<file path="src/rtl/cache_channel_agent_pkg.sv">
// ============================================================================
// Module   : cache_channel_agent_pkg
// Purpose  : Opcodes, modes, defaults and FSM encoding for cache_channel_agent.
// Revision : 1.0 - initial release
// ============================================================================
`default_nettype none

package cache_channel_agent_pkg;

    localparam int TAG_LEN_DEFAULT = 8;
    localparam int CNT_W_DEFAULT   = 5;

    localparam logic OP_LOAD   = 1'b0;
    localparam logic OP_FLUSH  = 1'b1;

    localparam logic MODE_SEND = 1'b0;
    localparam logic MODE_RECV = 1'b1;

    typedef enum logic [1:0] {
        ST_IDLE  = 2'd0,
        ST_ISSUE = 2'd1,
        ST_RESP  = 2'd2,
        ST_DONE  = 2'd3
    } state_t;

endpackage

`default_nettype wire

</file>
<file path="src/rtl/cache_channel_agent.sv">
// ============================================================================
// Module   : cache_channel_agent
// Purpose  : Requester agent that sends a bit by flushing a line run, or
//            receives a bit by loading the run and counting misses.
// Revision : 1.0 - initial release
// ============================================================================
`default_nettype none

module cache_channel_agent
    import cache_channel_agent_pkg::*;
#(
    parameter int TAG_LEN = TAG_LEN_DEFAULT,
    parameter int CNT_W   = CNT_W_DEFAULT
) (
    input  logic               clk,
    input  logic               rst_n,
    input  logic               i_start,
    input  logic               i_mode,
    input  logic               i_msg_bit,
    input  logic [TAG_LEN-1:0] i_base_addr,
    input  logic [CNT_W-1:0]   i_num_lines,
    input  logic [CNT_W-1:0]   i_threshold,
    output logic               o_opcode,
    output logic [TAG_LEN-1:0] o_addr,
    output logic               o_valid,
    input  logic               i_retval,
    output logic               o_busy,
    output logic               o_done,
    output logic               o_bit_out,
    output logic [CNT_W-1:0]   o_miss_count
);

    state_t             r_state;
    state_t             w_state_nxt;
    logic               r_mode;
    logic               r_msg;
    logic [CNT_W-1:0]   r_num;
    logic [CNT_W-1:0]   r_thr;
    logic [CNT_W-1:0]   r_idx;
    logic [CNT_W-1:0]   r_miss;
    logic [TAG_LEN-1:0] r_addr;
    logic               r_valid;
    logic               r_opcode;
    logic               r_bit;

    logic               w_last;
    logic               w_miss_inc;
    logic [CNT_W-1:0]   w_miss_nxt;

    assign w_last     = (r_idx == r_num - CNT_W'(1));
    assign w_miss_inc = (r_state == ST_RESP) && (r_mode == MODE_RECV) && !i_retval;
    assign w_miss_nxt = (w_miss_inc && (r_miss != {CNT_W{1'b1}})) ? r_miss + CNT_W'(1) : r_miss;

    always_comb begin
        w_state_nxt = r_state;
        case (r_state)
            ST_IDLE:  if (i_start) w_state_nxt = (i_num_lines == '0) ? ST_DONE : ST_ISSUE;
            ST_ISSUE: w_state_nxt = ST_RESP;
            ST_RESP:  w_state_nxt = w_last ? ST_DONE : ST_ISSUE;
            ST_DONE:  w_state_nxt = ST_IDLE;
            default:  w_state_nxt = ST_IDLE;
        endcase
    end

    // Request outputs are loaded on the edge entering each ISSUE so they are
    // purely registered; a zero send bit keeps the address walk but drops valid.
    always_ff @(posedge clk or negedge rst_n) begin
        if (!rst_n) begin
            r_state  <= ST_IDLE;
            r_mode   <= 1'b0;
            r_msg    <= 1'b0;
            r_num    <= '0;
            r_thr    <= '0;
            r_idx    <= '0;
            r_miss   <= '0;
            r_addr   <= '0;
            r_valid  <= 1'b0;
            r_opcode <= 1'b0;
            r_bit    <= 1'b0;
        end else begin
            r_state <= w_state_nxt;
            case (r_state)
                ST_IDLE: begin
                    if (i_start) begin
                        r_mode   <= i_mode;
                        r_msg    <= i_msg_bit;
                        r_num    <= i_num_lines;
                        r_thr    <= i_threshold;
                        r_idx    <= '0;
                        r_miss   <= '0;
                        r_addr   <= i_base_addr;
                        r_valid  <= (i_num_lines != '0) && ((i_mode == MODE_RECV) || i_msg_bit);
                        r_opcode <= ((i_num_lines != '0) && (i_mode == MODE_SEND) && i_msg_bit)
                                    ? OP_FLUSH : OP_LOAD;
                        if (i_num_lines == '0)
                            r_bit <= (i_mode == MODE_RECV) ? (i_threshold == '0) : i_msg_bit;
                    end
                end
                ST_RESP: begin
                    r_miss <= w_miss_nxt;
                    if (w_last) begin
                        r_valid  <= 1'b0;
                        r_opcode <= OP_LOAD;
                        r_addr   <= '0;
                        r_bit    <= (r_mode == MODE_RECV) ? (w_miss_nxt >= r_thr) : r_msg;
                    end else begin
                        r_idx  <= r_idx + CNT_W'(1);
                        r_addr <= r_addr + TAG_LEN'(1);
                    end
                end
                default: ;
            endcase
        end
    end

    assign o_opcode     = r_opcode;
    assign o_addr       = r_addr;
    assign o_valid      = r_valid;
    assign o_busy       = (r_state == ST_ISSUE) || (r_state == ST_RESP);
    assign o_done       = (r_state == ST_DONE);
    assign o_bit_out    = r_bit;
    assign o_miss_count = r_miss;

endmodule

`default_nettype wire

</file>
<file path="config.mk">
export PLATFORM = sky130hd
export DESIGN_NAME = cache_channel_agent
export DESIGN_NICKNAME = d
export VERILOG_FILES = /design/src/rtl/cache_channel_agent_pkg.sv /design/src/rtl/cache_channel_agent.sv
export SDC_FILE = /design/constraint.sdc
export NUM_CORES = 1
export LEC_CHECK = 0
export CAP_MARGIN = 40
export CORE_MARGIN = 2
export CORE_UTILIZATION = 51
export DETAILED_ROUTE_END_ITERATION = 8
export PLACE_DENSITY = 0.79
export SYNTH_ARGS = -nofsm -noshare
export SYNTH_HDL_FRONTEND = slang
export SYNTH_SLANG_ARGS = --single-unit
</file>
<file path="constraint.sdc">
create_clock -name clk -period 3.1 [get_ports clk]
set_input_delay 0.465 -clock clk [delete_from_list [all_inputs] [get_ports clk]]
set_output_delay 0.465 -clock clk [all_outputs]
set_load 0.03 [all_outputs]
</file>
==> impl_metrics.env, run 1 <==
export IMPL_grt_overflow=0
export IMPL_drc=0
export IMPL_multiInputGateArea_sq_um=1140
export IMPL_row_count=23
export IMPL_syn_num_nets=248
export IMPL_via_count=1806
export IMPL_io_pins=42
export IMPL_ys_ff_latch=35
export IMPL_grt_pass1_vias=1777
export IMPL_synth_edf_count=0
export IMPL_worstMarginPinSlew_ps=772
export IMPL_peakVddDrop_v=0.000771
export IMPL_pwr_share_comb=0.524
export IMPL_vias_per_cell=5.86
export IMPL_whs_ps=510
export IMPL_grt_max_degree=36
export IMPL_n_fill_cell=338
export IMPL_hold_class="flop to flop"
export IMPL_fin_util=0.677
export IMPL_drt_pre_antenna_iters=4
export IMPL_initial_core_util=0.528
export IMPL_drv_cap=0
export IMPL_finalHoldViolCount=0
export IMPL_hpwl_um=3400
export IMPL_drt_iter0_markers=131
export IMPL_post_route_period_util=0.914
export IMPL_crit_required_ps=3280
export IMPL_cp_max_fo=7
export IMPL_rsz0062_at_grt="no"
export IMPL_p_switching_mw=1.08
export IMPL_setup_viol=0
export IMPL_antenna_found_initial=0
export IMPL_min_delay_start="r_thr[1]"
export IMPL_ant_nets=0
export IMPL_outcome="finished, final reports clean"
export IMPL_root_buffer="clkbuf_8"
export IMPL_slew_violations=0
export IMPL_die_h_um=68.1
export IMPL_leakagePower_nw=1.18
export IMPL_end_kind="flop"
export IMPL_p_per_area_nw_per_um2=928
export IMPL_crit_type="flop to flop"
export IMPL_r2r_end="o_bit_out"
export IMPL_finalCriticalPeriod_ps=2830
export IMPL_clock_latency_ps=290
export IMPL_slew_headroom=0.482
export IMPL_synthArstFlopShare=1.00
export IMPL_synth_seq_area_share=0.418
export IMPL_cts_htree_levels=2
export IMPL_hold_depth=1
export IMPL_fmaxAchievable_mhz=353
export IMPL_p_int_mw=1.41
export IMPL_post_cts_buffers=0
export IMPL_gp_congestion=0.787
export IMPL_placed_cells=300
export IMPL_r2r_start="o_miss_count[0]"
export IMPL_regArea_sq_um=876
export IMPL_cts_sinks=35
export IMPL_cp_data_arrival_time_ps=3010
export IMPL_yosysWarnings=0
export IMPL_p_sw_frac=0.435
export IMPL_holdBufCountCts=0
export IMPL_post_cts_resized=0
export IMPL_num_antenna_cells=0
export IMPL_ys_types=44
export IMPL_drive_gt1_frac=0.132
export IMPL_cts_buffers=5
export IMPL_worstHoldEndpoint="r_thr[1]"
export IMPL_synth_area_per_cell_sq_um=9.98
export IMPL_cts_tree="built"
export IMPL_p_clk_frac=0.149
export IMPL_die_area_sq_um=4640
export IMPL_fin_setup_tns_ps=0
export IMPL_syn_area_sq_um=2100
export IMPL_grt_total_usage=0.236
export IMPL_routedWlPerCell_um=15.5
export IMPL_path_clk_slew_ps=70
export IMPL_numPortBuffers=41
export IMPL_layout_cells_non_filler=308
export IMPL_reg2reg_depth=12
export IMPL_rrSetupSlack_ps=270
export IMPL_fin_skew_ps=3.76
export IMPL_wl_um=4780
export IMPL_area_growth_pct=28.3
export IMPL_cts_buffer_depth=2
export IMPL_final_common_cell="clkdlybuf4s50_1"
export IMPL_power_frac_seq=0.327
export IMPL_synth_cells=210
export IMPL_startpoint_type="flop"
export IMPL_dieWidth_um=68.1
export IMPL_nets=295
export IMPL_fp_coreArea_sq_um=3970
export IMPL_grt_first_pass_wirelength_um=8200
export IMPL_synthFlopType="dfrtp_1"
export IMPL_final_cell_mix="clkdlybuf4s50_1, dfrtp_1, mux2_2"
-- worst max-delay path: stages (launching register included) --
cell	delay (ps)
dfrtp_1	450
ha_1	250
and3_1	190
ha_1	180
nor3_2	210
buf_4	180
xnor2_1	120
ha_1	240
nand2b_1	140
a21o_1	170
a211oi_1	210
o21ai_0	100
mux2_2	270
-- layer usage --
metal / share of wire / track usage / vias to the layer above
li1: - / - / 874
met1: 0.44 / 0.303 / 862
met2: 0.48 / 0.391 / 58
met3: 0.055 / 0.0609 / 12
met4: 0.018 / 0.0725 / 0
met5: 0 / 0 / -
-- cells in the mapped netlist, types with 5 or more instances --
library cell / number / area, sq um
o21ai_0: 10 / 50.1
nand3_1: 13 / 65.1
a21oi_1: 6 / 30.0
nor3_1: 6 / 30.0
inv_1: 13 / 48.8
dfrtp_1: 35 / 876
ha_1: 14 / 175
nand4_1: 7 / 43.8
nor2_1: 7 / 26.3
nand2_1: 12 / 45.0
clkbuf_1: 6 / 22.5
a22oi_1: 6 / 45.0
mux2_2: 16 / 180
xnor2_1: 5 / 43.8
-- stage by stage --
stage	setup slack [ps]	total power, mW	instance area [sq um]
5_1_grt	110	2.70	2690
6_report	267	2.50	2690
3_3_place_gp	376	2.09	2590
4_1_cts	272	2.51	2690
3_5_place_dp	315	2.13	2590
2_1_floorplan	158	1.69	2100
-- power by group through the flow --
| stage | registers (mW) | logic [mW] | clock network, mW |
|---|---|---|---|
| global route | 0.846 | 1.45 | 0.400 |
| floorplan | 0.906 | 0.783 | 0 |
| global placement | 0.815 | 1.27 | 0 |
| CTS | 0.815 | 1.32 | 0.379 |
| finish | 0.816 | 1.31 | 0.371 |
| detailed placement | 0.823 | 1.31 | 0 |
-- layout make-up --
cell class,instances,area share
multi-input cells,154,0.423
repair buffers,48,0.172
well taps,50,0.0233
clock buffers,8,0.0372
inverters,13,0.0181
flip-flops and latches,35,0.326
-- state kept, by name, indices dropped and copies added (netlist names) --
register,count
o_opcode,1
r_thr,5
r_num,5
r_idx,5
o_addr,8
r_state,2
r_msg,1
o_miss_count,5
o_valid,1
r_mode,1
o_bit_out,1
-- worst max path at each step --
stage / from / end / slack [ps] / cells past startpoint
3_3_place_gp: o_miss_count[0] / o_bit_out / 380 / 12
3_5_place_dp: o_miss_count[0] / o_bit_out / 320 / 12
4_1_cts: o_miss_count[0] / o_bit_out / 270 / 12
6_report: o_miss_count[0] / o_bit_out / 270 / 12
5_1_grt: o_miss_count[0] / o_bit_out / 110 / 12
2_1_floorplan: o_miss_count[0] / o_bit_out / 160 / 10
-- kinds of logic (layout without fill, tap and decap cells) --
family / Yosys count / count (layout) / share of synthesized area
buffers and inverters: 21 / 69 / 0.0388
AO/OA/AOI/OAI: 48 / 48 / 0.159
multiplexers: 17 / 17 / 0.0907
adder cells (fa/ha/maj): 14 / 14 / 0.0836
flip-flops: 35 / 35 / 0.418
XOR/XNOR: 9 / 9 / 0.0376
AND/OR/NAND/NOR: 66 / 66 / 0.173
Power figures use the tool's default switching activity.
==> run 2, diff against run 1 <==
--- a/config.mk
+++ b/config.mk
@@ -6,7 +6,7 @@
 export NUM_CORES = 1
 export LEC_CHECK = 0
 export CAP_MARGIN = 40
-export CORE_MARGIN = 2
+export CORE_MARGIN = 1.5
 export CORE_UTILIZATION = 51
 export DETAILED_ROUTE_END_ITERATION = 8
 export PLACE_DENSITY = 0.79
==> impl_metrics.env, run 2 (synthesized netlist as in run 1, its figures left out) <==
export IMPL_outcome="finished, final reports clean"
export IMPL_r2r_start="o_miss_count[0]"
export IMPL_row_count=23
export IMPL_setup_worst_path_end="o_bit_out"
export IMPL_cp_data_arrival_time_ps=2970
export IMPL_root_buffer="clkbuf_8"
export IMPL_cts_buffer_depth=2
export IMPL_ant_nets=0
export IMPL_die_area_sq_um=4500
export IMPL_place_area_sq_um=2590
export IMPL_gp_congestion=0.812
export IMPL_leakagePower_nw=1.17
export IMPL_cts_tree="built"
export IMPL_dieWidth_um=67.1
export IMPL_antenna_found_initial=0
export IMPL_r2r_end="o_bit_out"
export IMPL_largest_register_ffs=8
export IMPL_wl_um=4950
export IMPL_peakVddDrop_v=0.000792
export IMPL_clock_latency_ps=300
export IMPL_p_switching_mw=1.10
export IMPL_post_cts_buffers=0
export IMPL_slew_headroom=0.557
export IMPL_slew_violations=0
export IMPL_nets=295
export IMPL_rsz0062_at_grt="no"
export IMPL_cp_max_fo=7
export IMPL_drt_pre_antenna_iters=4
export IMPL_via_count=1815
export IMPL_grt_total_usage=0.245
export IMPL_grt_max_degree=36
export IMPL_setup_viol=0
export IMPL_fin_setup_tns_ps=0
export IMPL_n_fill_cell=329
export IMPL_fmaxAchievable_mhz=360
export IMPL_io_pins=42
export IMPL_crit_required_ps=3290
export IMPL_area_growth_pct=27.5
export IMPL_drive_gt1_frac=0.136
export IMPL_drc=0
export IMPL_p_clk_frac=0.135
export IMPL_routedWlPerCell_um=16.1
export IMPL_num_antenna_cells=0
export IMPL_rrSetupSlack_ps=320
export IMPL_grt_first_pass_wirelength_um=8180
export IMPL_startpoint_type="flop"
export IMPL_pwr_share_comb=0.534
export IMPL_fin_skew_ps=12.0
export IMPL_path_clk_slew_ps=80
export IMPL_drt_iter0_markers=153
export IMPL_hold_depth=1
export IMPL_final_cell_mix="clkdlybuf4s50_1, dfrtp_1, mux2_2"
export IMPL_cp_startpoint="o_miss_count[0]"
export IMPL_hpwl_um=3450
export IMPL_grt_pass1_vias=1782
export IMPL_fin_util=0.673
export IMPL_initial_core_util=0.528
export IMPL_worstMarginPinSlew_ps=660
export IMPL_grt_overflow=0
export IMPL_p_int_mw=1.36
export IMPL_numPortBuffers=41
export IMPL_finalCriticalPeriod_ps=2780
export IMPL_vias_per_cell=5.89
export IMPL_power_frac_seq=0.332
export IMPL_post_route_period_util=0.896
export IMPL_fp_coreArea_sq_um=3970
export IMPL_cts_buffers=5
export IMPL_p_per_area_nw_per_um2=923
export IMPL_stdcell_area_sq_um=2670
export IMPL_finalHoldViolCount=0
export IMPL_hold_class="flop to flop"
export IMPL_cts_htree_levels=2
export IMPL_whs_ps=504
export IMPL_die_h_um=67.1
export IMPL_p_sw_frac=0.447
export IMPL_reg2reg_depth=12
export IMPL_holdBufCountCts=0
export IMPL_drv_cap=0
export IMPL_final_common_cell="clkdlybuf4s50_1"
export IMPL_crit_type="flop to flop"
export IMPL_post_cts_resized=0
export IMPL_cts_sinks=35
export IMPL_end_kind="flop"
[run 2: changes by cell type in the layout (fill, tap and decap cells not counted)]
cell,previous run,this run
clkinv_2,0,3
clkbuf_8,7,5
clkbuf_1,1,0
[run 2: how the worst min path moves through the flow]
stage	endpoint	from
5_1_grt	r_thr[1]	r_thr[1]
6_report	r_thr[1]	r_thr[1]
3_3_place_gp	r_thr[2]	r_thr[2]
2_1_floorplan	o_addr[0]	rst_n
3_5_place_dp	r_thr[1]	r_thr[1]
4_1_cts	r_thr[1]	r_thr[1]
[run 2: cell type report]
type	count	area [sq um]	share of cell area
inverters	13	48.8	0.0183
repair buffers	48	463	0.173
clock buffers	5	68.8	0.0257
multi-input cells	154	1140	0.426
clock inverters	3	15.0	0.00562
flip-flops and latches	35	876	0.328
well taps	50	62.6	0.0234
[run 2: through the flow]
stage / cells / worst slack, ps / total power, mW
floorplan: 210 / 158 / 1.69
global placement: 300 / 374 / 2.09
detailed placement: 300 / 320 / 2.12
CTS: 308 / 320 / 2.46
global route: 308 / 97.0 / 2.64
finish: 308 / 322 / 2.47
[run 2: per-layer routing]
layer	track usage	routed length, um
met1	0.294	2220
met2	0.421	2440
met3	0.0642	223
met4	0.0893	62
met5	0	0
[run 2: power by group through the flow]
stage                     combinational (mW)  sequential [mW]  clock, mW
after floorplan                        0.783            0.906          0
after global placement                  1.27            0.815          0
after detailed placement                1.30            0.820          0
after CTS                               1.31            0.813      0.337
after global routing                    1.44            0.840      0.357
final                                   1.32            0.818      0.332
[run 2: critical path: stages, from the launching register on]
cell and delay, ps:
dfrtp_1 450, ha_1 240, and3_1 180, ha_1 190
nor3_2 190, buf_4 170, xnor2_1 120, ha_1 250
nand2b_1 150, a21o_1 180, a211oi_1 210, o21ai_0 100
mux2_2 260
